### config.mk
export PLATFORM = sky130hd
export DESIGN_NAME = mem_bus_arbiter
export DESIGN_NICKNAME = d
export VERILOG_FILES = /design/src/rtl/mem_arb_pkg.sv /design/src/rtl/rr_pick2.sv /design/src/rtl/mem_bus_arbiter.sv
export SDC_FILE = /design/constraint.sdc
export NUM_CORES = 1
export LEC_CHECK = 0
export CELL_PAD_IN_SITES_DETAIL_PLACEMENT = 1
export CELL_PAD_IN_SITES_GLOBAL_PLACEMENT = 1
export CORE_MARGIN = 3
export CORE_UTILIZATION = 31
export CTS_BUF_LIST = sky130_fd_sc_hd__clkbuf_4 sky130_fd_sc_hd__clkbuf_8
export CTS_CLUSTER_SIZE = 12
export DETAILED_ROUTE_END_ITERATION = 8
export PLACE_DENSITY = 0.95
export SLEW_MARGIN = 20
export SYNTH_ARGS = -nofsm -noshare
export SYNTH_HDL_FRONTEND = slang
export SYNTH_SLANG_ARGS = --single-unit
### constraint.sdc
create_clock -name clk -period 3.1 [get_ports clk]
set_input_delay 0.62 -clock clk [delete_from_list [all_inputs] [get_ports clk]]
set_output_delay 0.62 -clock clk [all_outputs]
set_load 0.005 [all_outputs]
### src/rtl/mem_arb_pkg.sv
// Shared types for the RAM arbiter: FSM states, port indices and the latched request.
package mem_arb_pkg;

  typedef enum logic [1:0] {IDLE, ISSUE, WAIT, RESP} arb_state_t;

  localparam int PORT_CPU = 0;
  localparam int PORT_DMA = 1;

  typedef struct packed {
    logic [31:0] addr;
    logic [31:0] wdata;
    logic [3:0]  wstrb;
  } req_t;

endpackage

### src/rtl/rr_pick2.sv
// Two-way round-robin pick: a lone requester wins, a tie goes to the port
// that did not win last time.
module rr_pick2
  import mem_arb_pkg::*;
(
  input  logic [1:0] req,
  input  logic       last,
  output logic [1:0] grant,
  output logic       idx
);

  always_comb begin
    idx = 1'(PORT_CPU);
    unique case (req)
      2'b01:   idx = 1'(PORT_CPU);
      2'b10:   idx = 1'(PORT_DMA);
      2'b11:   idx = ~last;
      default: idx = 1'(PORT_CPU);
    endcase
    grant = (req == 2'b00) ? 2'b00 : (idx ? 2'b10 : 2'b01);
  end

endmodule

### src/rtl/mem_bus_arbiter.sv
// Shares one single-port synchronous RAM between the CPU (port 0) and the
// audio DMA (port 1); one access in flight, round-robin on conflicts.
module mem_bus_arbiter
  import mem_arb_pkg::*;
#(
  parameter int ADDR_W      = 16,
  parameter int RAM_LATENCY = 1,
  parameter int CNT_W       = 16
) (
  input  logic                  clk,
  input  logic                  resetn,
  input  logic [1:0]            m_valid,
  input  logic [1:0][31:0]      m_addr,
  input  logic [1:0][31:0]      m_wdata,
  input  logic [1:0][3:0]       m_wstrb,
  output logic [1:0]            m_ready,
  output logic [31:0]           m_rdata,
  output logic                  ram_en,
  output logic [3:0]            ram_we,
  output logic [ADDR_W-1:0]     ram_addr,
  output logic [31:0]           ram_wdata,
  input  logic [31:0]           ram_rdata,
  output logic [CNT_W-1:0]      conflict_cnt
);

  localparam logic [1:0] WAIT_LOAD = 2'(RAM_LATENCY - 1);

  arb_state_t state;
  logic       last_grant;
  logic       winner;
  logic [1:0] wait_cnt;
  logic [1:0] grant;
  logic       idx;
  req_t       sel;
  logic       unused_addr_bits;

  rr_pick2 u_pick (
    .req   (m_valid),
    .last  (last_grant),
    .grant (grant),
    .idx   (idx)
  );

  always_comb begin
    sel = '{addr: m_addr[idx], wdata: m_wdata[idx], wstrb: m_wstrb[idx]};
  end

  // Byte-offset bits and bits above the RAM size are dropped, so accesses wrap.
  assign unused_addr_bits = ^{sel.addr[31:ADDR_W+2], sel.addr[1:0]};

  // The RAM-side registers double as the request latch: they are loaded once
  // at the grant and ignore the masters until the next grant.
  always_ff @(posedge clk or negedge resetn) begin
    if (!resetn) begin
      state        <= IDLE;
      last_grant   <= 1'b1;
      winner       <= 1'b0;
      wait_cnt     <= '0;
      m_ready      <= '0;
      m_rdata      <= '0;
      ram_en       <= 1'b0;
      ram_we       <= '0;
      ram_addr     <= '0;
      ram_wdata    <= '0;
      conflict_cnt <= '0;
    end else begin
      m_ready <= '0;
      ram_en  <= 1'b0;
      ram_we  <= '0;
      unique case (state)
        IDLE: begin
          if (&m_valid && conflict_cnt != '1)
            conflict_cnt <= conflict_cnt + CNT_W'(1);
          if (|grant) begin
            winner     <= idx;
            last_grant <= idx;
            ram_en     <= 1'b1;
            ram_we     <= sel.wstrb;
            ram_addr   <= sel.addr[ADDR_W+1:2];
            ram_wdata  <= sel.wdata;
            state      <= ISSUE;
          end
        end
        ISSUE: begin
          wait_cnt <= WAIT_LOAD;
          state    <= WAIT;
        end
        WAIT: begin
          if (wait_cnt == 2'd0) begin
            m_rdata         <= ram_rdata;
            m_ready[winner] <= 1'b1;
            state           <= RESP;
          end else begin
            wait_cnt <= wait_cnt - 2'd1;
          end
        end
        RESP:    state <= IDLE;
        default: state <= IDLE;
      endcase
    end
  end

endmodule

---- Yosys cells after proc, flatten, opt, wreduce, memory -nomap -nowiden ----
Index checks and enable logic that the tools add are counted.
cells by class
  add/subtract/negate cells ............... 2
  divide/modulo/power cells ............... 0
  shifts and indexed selects .............. 0
  multiplexer cells ....................... 22
  $lt $le $gt $ge ......................... 3
  $mul .................................... 0
  bitwise operators ....................... 1
  reduce and logical (&&, ||, !) cells .... 13
  equality and inequality tests ........... 9
operators with widths
  kind                                                                           number
  32-bit 2-to-1 mux                                                              2
  18-bit 2-to-1 mux                                                              2
  16-bit by 1-bit adder with 16-bit output (second input constant)               1
  4-bit 2-to-1 mux                                                               4
  16-bit inequality test (second input constant)                                 1
  2-bit 2-to-1 mux                                                               7
  2-bit AND reduction                                                            6
  2-bit equality test (second input constant)                                    4
  2-bit one-hot mux with 4 select lines                                          1
  2-bit zero test                                                                3
  2-bit inequality test (second input constant)                                  3
  1-bit by 2-bit less-than comparator with 1-bit output (second input constant)  2
  2-bit one-hot mux with 2 select lines                                          1
  1-bit 2-to-1 mux                                                               3
  2-bit by 1-bit equality test with 1-bit output (second input constant)         1
  1-bit logical AND                                                              2
  1-bit one-hot mux with 2 select lines                                          1
  2-bit nonzero test                                                             1
  2-bit OR reduction                                                             1
  2-bit by 1-bit subtractor with 2-bit output (second input constant)            1
  1-bit demux with 1-bit select                                                  1
  1-bit greater-or-equal comparator (second input constant)                      1
  1-bit NOT                                                                      1
word-level totals
  RAM bits ................................ 0
  input bits .............................. 172
  latch bits .............................. 0
  bits in read-only memories .............. 0
  memories kept ........................... 0
  flip-flop bits (word level) ............. 109

---- Longest topological paths before layout ----
  depth in word-level cells ............... 7
  depth in mapped cells ................... 8
  gate-level depth less buffers ........... 6

---- By module ----
A second synthesis with hierarchy kept.
unflattened totals
  cell total of the unflattened synthesis .. 404
  area total of the unflattened synthesis .. 4735.8 um^2
modules (own cells, without submodules)
  module           area each (um^2)  instances  cells each  sequential area each (um^2)
  mem_bus_arbiter  4709.5            1          400         2728.9
  rr_pick2         26.3              1          4           0.0

---- Worst setup path before layout ----
No wires, ideal clock.
  kind .................................... flip-flop to flip-flop
  start ................................... register conflict_cnt[0]
  end ..................................... register conflict_cnt[1]
  data required time ...................... 2.975 ns
  stages on the path, launching flop included .. 6
  arrival time ............................ 1.549 ns
  slack ................................... 1.426 ns
  path through ............................ dfrtp_1 ha_1 inv_1 nor3_4 a41o_1 mux2_2
between the ends
  cells in the longest elaborated chain, start to end .. 3
ends and longest elaborated chain
  item                                                                                              RTL line               text
  from (decl)                                                                                       mem_bus_arbiter.sv:23  output logic [CNT_W-1:0] conflict_cnt
  from (signal assigned)                                                                            mem_bus_arbiter.sv:73  conflict_cnt <= conflict_cnt + CNT_W'(1);
  parallel branches: the longest is 3 deep, another holds 16-bit by 1-bit adder with 16-bit output  -
Several ways; the timed one is not identified.
A chain may end at the register's enable or synchronous reset.

---- Worst setup path in the final report ----
  start ................................... register conflict_cnt[9]
  end ..................................... output port conflict_cnt[9]
No word-level cell between the ends.

==> flow_summary.toml <==
[layout]
n_antenna_cell = 0
final_cell_mix = "clkdlybuf4s50_1 (241), dfrtp_1 (108), nand2_1 (57)"
fin_area_mm2 = 0.00761
layout-drive-gt1-share_pct = 10.1
layout_commonest_cell = "clkdlybuf4s50_1"
fin_nets = 817
area_growth_pct = 58.0

[place]
place_congestion = 0.772
pre_cts_slack_ns = 0.692
portBuffers = 242
place_area_mm2 = 0.00740
hpwl_um = 11900

[logic_synthesis]
postSynth.asyncResetShare_pct = 100
syn_inst = 405
yosysWarnings = 0
synth_edf_count = 0
synth_ff_type = "dfrtp_1"
synth_seq_cells = 109
avgSynthCellArea_um2 = 11.9
ys_seq_area_share_pct = 56.7
syn_area_mm2 = 0.00481
syn_nets = 582
synth_cell_types = 40

[route]
firstDrtPassIters = 4
route.detailed.wl_per_inst_um = 18.0
wirelength_um = 14900
ant_nets = 0
post-route-drc-count = 0
drt_iter0_drc = 130
vias = 4005
via_per_inst = 4.83

[clocking]
cts_tree = "yes"
postCtsSetupRepairBufs = 0
clock-sinks = 109
clockRootBuffer = "clkbuf_8"
cts_buffers = 9
cts_resized = 0
cts_max_level = 3
clk_pin_slew_ns = 0.11
cts_hold_buf = 0
clk_path_buf_depth = 2
insertion_delay_ns = 0.38

[critical_path]
cp.arrival_ns = 1.54
cp_cell_sequence = "clkdlybuf4s50_1"
rr_worst_depth = 5
startpoint_type = "register"
critical_path_class = "reg2out"
reg2reg_from = "state[0]$_DFFE_PN0P_"
worst_ep_required_time_ns = 2.48
cp_max_fo = 11
cp-end-kind = "output port"
crit_buf_inv = 1
cp_slowest_stage_delay_ns = 0.59
crit_family = "flip-flops"
cp_slowest_cell = "dfrtp_1"
r2r-end = "m_rdata[4]$_DFFE_PN0P_"
rrSetupSlack_ns = 1.04

[power]
p_sw_share_pct = 32.1
p_leak_nw = 3.26
ir_worst_vdd_uv = 420
switching_power_mw = 1.94
power.density_mw_per_mm2 = 794
p_clk_share_pct = 14.8
p_int_mw = 4.10
power_frac_seq_pct = 39.5
p_comb_share_pct = 45.7

[floorplan]
num_rows = 44
die-area_mm2 = 0.0171
core_area_mm2 = 0.0149
die_h_um = 131
die_w_um = 131
io_pins = 275
initial_core_util_pct = 32.4

[grt]
grt_max_degree = 72
antenna_found_initial = 0
grt_use_total_pct = 17.6
grt_pass1_wl_um = 23300
globalRouteOverflowTotal = 0
grt_pass1_vias = 4528

[sta]
tightest_slew_ns = 0.695
finalHoldViolCount = 0
clock_skew_ns = 0.0139
rsz0062_at_grt = "false"
final_max_slew_viol_count = 0
min_period_ns = 2.16
whs_ns = 0.272
tns_ns = 0
fmax_mhz = 463
fin_ws_ns = 0.940
post-route-period-util_pct = 69.7
slew_headroom_pct = 53.6
setup_violations = 0

[outcome]
status = "complete, no violations"

[run]
maxCapViolCount = 0

[worst_hold_path]
hold_class = "in2async"
==> synthesized netlist by cell type, types with 2 or more instances <==
library cell  number  area [um^2]
a21oi_1            4         20.0
a31oi_1            4         25.0
a41oi_1            2         17.5
and3_1             2         12.5
and3_2             2         15.0
buf_2              4         20.0
buf_4              2         15.0
buf_6              7         78.8
clkbuf_1          10         37.5
dfrtp_1          108         2700
ha_1               5         62.6
inv_1              7         26.3
mux2_2            33          372
mux2i_1           53          531
nand2_1           57          214
nand3_1            6         30.0
nand4_1            3         18.8
nor2_1             9         33.8
nor3_1             2         10.0
nor4_1             4         25.0
o21ai_0           51          255
o31ai_1            2         15.0
xnor2_1            4         35.0
xor2_1             8         70.1
==> registers in the layout, indices dropped and copies added, names as in the netlist <==
name          count
ram_wdata        32
m_rdata          32
m_ready           2
state             2
ram_we            4
wait_cnt          2
last_grant        1
ram_addr         16
conflict_cnt     16
winner            1
ram_en            1
==> logic make-up (layout without fill, tap and decap cells) <==
family | after synthesis | in the layout | synth area share, %
compound gates | 70 | 70 | 8.14
xor+xnor | 12 | 12 | 2.18
fa+ha+maj | 5 | 5 | 1.30
buf+inv | 31 | 271 | 3.77
flops | 109 | 109 | 56.7
mux | 86 | 86 | 18.7
simple gates | 92 | 92 | 9.18
==> through the flow <==
stage	util [%]	std cells	total power, mW
detailed placement	49.8	813	5.24
global route	51.2	829	6.52
CTS	51.2	829	6.17
finish	51.2	829	6.04
global placement	49.8	813	5.04
floorplan	-	405	3.48
==> power groups by stage <==
| stage | Sequential [mW] | Clock [mW] | Combinational (mW) |
|---|---|---|---|
| after floorplan | 2.41 | 0 | 1.07 |
| after global routing | 2.47 | 1.01 | 3.04 |
| after CTS | 2.40 | 0.939 | 2.83 |
| after global placement | 2.36 | 0 | 2.68 |
| after detailed placement | 2.42 | 0 | 2.81 |
| final | 2.38 | 0.895 | 2.76 |
==> worst max path at each step <==
stage | start | endpoint | cells past startpoint
after global placement | m_valid[1] | ram_addr[8]$_DFFE_PN0P_ | 5
final | conflict_cnt[9]$_DFFE_PN0P_ | conflict_cnt[9] | 1
after CTS | conflict_cnt[9]$_DFFE_PN0P_ | conflict_cnt[9] | 1
after detailed placement | m_valid[0] | conflict_cnt[7]$_DFFE_PN0P_ | 5
after global routing | conflict_cnt[9]$_DFFE_PN0P_ | conflict_cnt[9] | 1
after floorplan | conflict_cnt[0]$_DFFE_PN0P_ | conflict_cnt[1]$_DFFE_PN0P_ | 5
==> routing by layer <==
layer | vias up | routed length [um] | track usage, %
li1 | 1879 | - | -
met3 | 25 | 1230 | 5.37
met4 | 0 | 371 | 6.90
met5 | - | 0 | 0
met1 | 1922 | 5630 | 19.3
met2 | 179 | 7700 | 31.6
==> layout make-up <==
class	instances	area [um^2]
clock buffer	10	138
clock inverter	6	68.8
fill	1597	7260
inverter	7	26.3
multi-input combinational	265	1930
sequential	109	2730
tap	184	230
timing repair buffer	248	2490
Note: power is estimated with default switching activity, not from simulation.
